### src/rtl/arith_pkg.sv
// Shared arithmetic-library types: FSM state encoding and counter sizing helper.
package arith_pkg;

    typedef enum logic [1:0] {
        IDLE = 2'd0,
        RUN  = 2'd1,
        DONE = 2'd2
    } state_t;

    // Bits needed to count bit positions 0..width-1.
    function automatic int cnt_width(input int width);
        return (width < 2) ? 1 : $clog2(width);
    endfunction

endpackage

### src/rtl/fs.sv
// Combinational 1-bit full subtractor: diff = x - y - bin, with borrow out.
module fs (
    output logic diff,
    output logic bout,
    input  logic x,
    input  logic y,
    input  logic bin
);

    assign diff = x ^ y ^ bin;
    assign bout = (~x & y) | (~(x ^ y) & bin);

endmodule

### src/rtl/serial_sub.sv
// Bit-serial unsigned subtractor, LSB first: d = a - b - b_in over WIDTH RUN cycles.
module serial_sub
    import arith_pkg::*;
#(
    parameter int WIDTH = 8
) (
    input  logic             clk,
    input  logic             rst,
    input  logic             start,
    input  logic [WIDTH-1:0] a,
    input  logic [WIDTH-1:0] b,
    input  logic             b_in,
    output logic             busy,
    output logic             done,
    output logic [WIDTH-1:0] d,
    output logic             b_out
);

    localparam int            CW       = cnt_width(WIDTH);
    localparam logic [CW-1:0] LAST_CNT = CW'(WIDTH - 1);

    state_t           state_r;
    logic [WIDTH-1:0] a_sr_r;
    logic [WIDTH-1:0] b_sr_r;
    logic [WIDTH-2:0] res_r;
    logic             borrow_r;
    logic [CW-1:0]    cnt_r;
    logic             diff_s;
    logic             bout_s;
    logic [WIDTH-1:0] res_next_s;

    fs u_fs (
        .diff (diff_s),
        .bout (bout_s),
        .x    (a_sr_r[0]),
        .y    (b_sr_r[0]),
        .bin  (borrow_r)
    );

    // The last difference bit goes straight into d, so the result register needs only WIDTH-1 bits.
    assign res_next_s = {diff_s, res_r};

    // Handshake FSM, operand shifters, bit counter, borrow flop and registered outputs.
    always_ff @(posedge clk) begin
        if (rst) begin
            state_r  <= IDLE;
            a_sr_r   <= '0;
            b_sr_r   <= '0;
            res_r    <= '0;
            borrow_r <= 1'b0;
            cnt_r    <= '0;
            busy     <= 1'b0;
            done     <= 1'b0;
            d        <= '0;
            b_out    <= 1'b0;
        end else begin
            case (state_r)
                IDLE: begin
                    if (start) begin
                        a_sr_r   <= a;
                        b_sr_r   <= b;
                        borrow_r <= b_in;
                        cnt_r    <= '0;
                        busy     <= 1'b1;
                        state_r  <= RUN;
                    end else begin
                        state_r  <= IDLE;
                    end
                end
                RUN: begin
                    a_sr_r   <= {1'b0, a_sr_r[WIDTH-1:1]};
                    b_sr_r   <= {1'b0, b_sr_r[WIDTH-1:1]};
                    res_r    <= res_next_s[WIDTH-1:1];
                    borrow_r <= bout_s;
                    if (cnt_r == LAST_CNT) begin
                        cnt_r   <= '0;
                        d       <= res_next_s;
                        b_out   <= bout_s;
                        done    <= 1'b1;
                        state_r <= DONE;
                    end else begin
                        cnt_r   <= cnt_r + CW'(1);
                        state_r <= RUN;
                    end
                end
                DONE: begin
                    busy    <= 1'b0;
                    done    <= 1'b0;
                    state_r <= IDLE;
                end
                default: begin
                    busy    <= 1'b0;
                    done    <= 1'b0;
                    state_r <= IDLE;
                end
            endcase
        end
    end

endmodule

### config.mk
export PLATFORM = sky130hd
export DESIGN_NAME = serial_sub
export DESIGN_NICKNAME = d
export VERILOG_FILES = /design/src/rtl/arith_pkg.sv /design/src/rtl/fs.sv /design/src/rtl/serial_sub.sv
export SDC_FILE = /design/constraint.sdc
export NUM_CORES = 1
export LEC_CHECK = 0
export BUFFER_PORTS_ARGS = -buffer_cell sky130_fd_sc_hd__buf_2
export CAP_MARGIN = 10
export CELL_PAD_IN_SITES_DETAIL_PLACEMENT = 2
export CELL_PAD_IN_SITES_GLOBAL_PLACEMENT = 2
export CORE_AREA = 5 5 64 89
export DETAILED_ROUTE_END_ITERATION = 10
export DIE_AREA = 0 0 69 94
export PLACE_DENSITY_LB_ADDON = 0.1
export RECOVER_POWER = 25
export SETUP_SLACK_MARGIN = 0.4
export SKIP_LAST_GASP = 1
export SLEW_MARGIN = 0
export SYNTH_ARGS = -nofsm -noshare
export SYNTH_HDL_FRONTEND = slang
export SYNTH_SLANG_ARGS = --single-unit
### constraint.sdc
create_clock -name clk -period 2.2 [get_ports clk]
set_input_delay 0.44 -clock clk [delete_from_list [all_inputs] [get_ports clk]]
set_output_delay 0.44 -clock clk [all_outputs]
set_load 0.01 [all_outputs]
==> run_results.csv <==
group,metric,value,unit
cts,clk_pin_slew_worst_paths,80,ps
synth,synth_area_leaders,"dfxtp_1, a21oi_1, nand2_1",
synth,yosysTopAreaCell,"dfxtp_1",
cts,ctsResizeCount,0,
floorplanning,core_area,0.00480,sq mm
synth,synth_most_common_cell,"dfxtp_1",
sta,holdWs,401,ps
synth,synth.yosys.warnings,0,
synth,yosysSeqAreaShare,0.491,
finish,final_cell_area,0.00190,sq mm
setup_path,endpoint_kind,"flop",
synth,syn_area,0.00163,sq mm
run_status,status,"complete, no violations",
synth,ys_ff_latch,40,
routing,vias_per_cell,4.99,
place,place_ws,545,ps
sta,finalSetupTns,0,ps
routing,drc,0,
setup_path,crit_arrival,1810,ps
setup_path,startpoint_type,"flop",
cts,clk_latency,290,ps
floorplanning,die_w,69,um
setup_path,crit_fanout,14,
cts,htree_levels,2,
finish,syn_to_final_growth,16.2,%
min_path,hp-class,"in -> reg",
cts,cts_tree,"yes",
global_route,antenna_found_initial,0,
routing,wirelength,4200,um
power,leakage,0.000719,uW
synth,synth_ff_type,"dfxtp_1",
cts,post_cts_buffers,0,
routing,drt-initial-drc-count,40,
place,detailed_place.area,0.00180,sq mm
finish,nNetsFinal,228,
synth,synthArstFlopShare,0,
synth,synth_top_cell_area_share,0.491,
finish,antennaDiodeCount,0,
sta,slew_headroom,0.510,
global_route,grt_start_max_net_pins,41,
cts,postCtsHoldBufs,0,
global_route,use_met2,0.271,
power,power,1540,uW
sta,tightest_slew,734,ps
sta,fin_crit_sh,0.739,
cts,clock_sinks,40,
synth,synth_cells,178,
flow_run,cap_violations,0,
floorplanning,die-area,0.00649,sq mm
sta,max_freq,615,MHz
sta,worst_slack,573,ps
setup_path,worstSetupPathType,"reg -> reg",
synth,syn_avg_cell_area,9.17,sq um
floorplanning,dieHeight,94,um
synth,synth_edf_count,0,
sta,finalClockSkew,6.34,ps
power,power_density,814,mW/mm^2
global_route,grt_util_met1,0.137,
sta,maxSlewViolCount,0,
sta,finalSetupViolCount,0,
floorplanning,row_count,30,
floorplanning,io_pins,31,
routing,dr.pass1.iters,4,
routing,wl_per_cell,15.6,um
place,place_congestion,0.700,
synth,ys_types,28,
sta,rsz0062_at_grt,"false",
cts,clockRootBuffer,"clkbuf_8",
global_route,grt_pass1_wl,7180,um
cts,clk_path_buf_depth,2,
global_route,use_met3,0.0375,
sta,finalCriticalPeriod,1630,ps
synth,syn-num-nets,201,
power,ir_drop,0.432,mV
routing,vias,1348,
synth,synthTopCellsByCount,"dfxtp_1, a21oi_1, nand2_1",
routing,ant_nets,0,
cts,cts_buffers,5,
global_route,grt_usage,0.138,
global_route,grt_pass1_vias,1513,
global_route,grt_most_used_layer,"met2",
floorplanning,start_util,0.340,
sta,hold_viol,0,
finish,drive_above_1_share,0.180,
setup_path,cp.required,2380,ps
place,port_buffers,30,
place,post-dp-hpwl,3120,um
global_route,globalRouteOverflowTotal,0,
-- stage by stage --
stage,cells,util
floorplan,178,-
global placement,262,0.375
detailed placement,262,0.375
CTS,270,0.397
global route,270,0.395
finish,270,0.395
-- registers in the layout, indices dropped and copies added (netlist names) --
register  count
a_sr_r        8
b_sr_r        8
d             8
res_r         7
cnt_r         3
state_r       2
b_out         1
borrow_r      1
busy          1
done          1
-- final cells by class --
class	instances	area, sq um
Fill cell	589	2910
Multi-Input combinational cell	110	687
Tap cell	64	80.1
Sequential cell	40	801
Clock buffer	6	72.6
Timing Repair Buffer	31	156
Clock inverter	2	35.0
Inverter	17	63.8
-- path summary, 6_finish.rpt --
check              from   endpoint  slack [ps]  depth (start not counted)
max          state_r[0]  a_sr_r[4]         570                          4
min                b[7]  b_sr_r[7]         400                          3
max reg2reg  state_r[0]  a_sr_r[4]         570                          4
min reg2reg        d[6]       d[6]         460                          2
-- metal layers --
layer	share of wire	vias up
met4	0.0093	0
met2	0.57	22
met1	0.39	665
met5	0	-
met3	0.032	4
li1	-	657
-- cell usage in the layout (no fill, tap or decap), types with 2 or more instances in the layout --
cell type and instances:
nor2_1 10, nor3_1 2, dfxtp_1 40, nand2_1 30, a211oi_2 2, a21oi_1 31
clkbuf_1 12, inv_1 17, clkbuf_8 5, nand2b_1 3, o221a_1 8, o221a_2 5
buf_2 19, ha_1 2, a22oi_1 5
-- report_power, final --
part / total (uW) / switching, uW / internal, uW
registers: 786 / 25.4 / 761
logic: 166 / 91.9 / 74.1
clock network: 591 / 254 / 337
-- kinds of logic after synthesis --
family / Yosys count / synth area share
flops: 40 / 0.491
simple gates: 52 / 0.145
buf+inv: 28 / 0.0882
compound gates: 54 / 0.242
fa+ha+maj: 3 / 0.0276
mux: 1 / 0.00614
-- critical path, stage by stage (launching register included) --
cell and delay [ps]:
dfxtp_1 560, nor2b_2 520, buf_12 210, a21oi_1 80, o221a_1 150
Power figures use the tool's default switching activity.
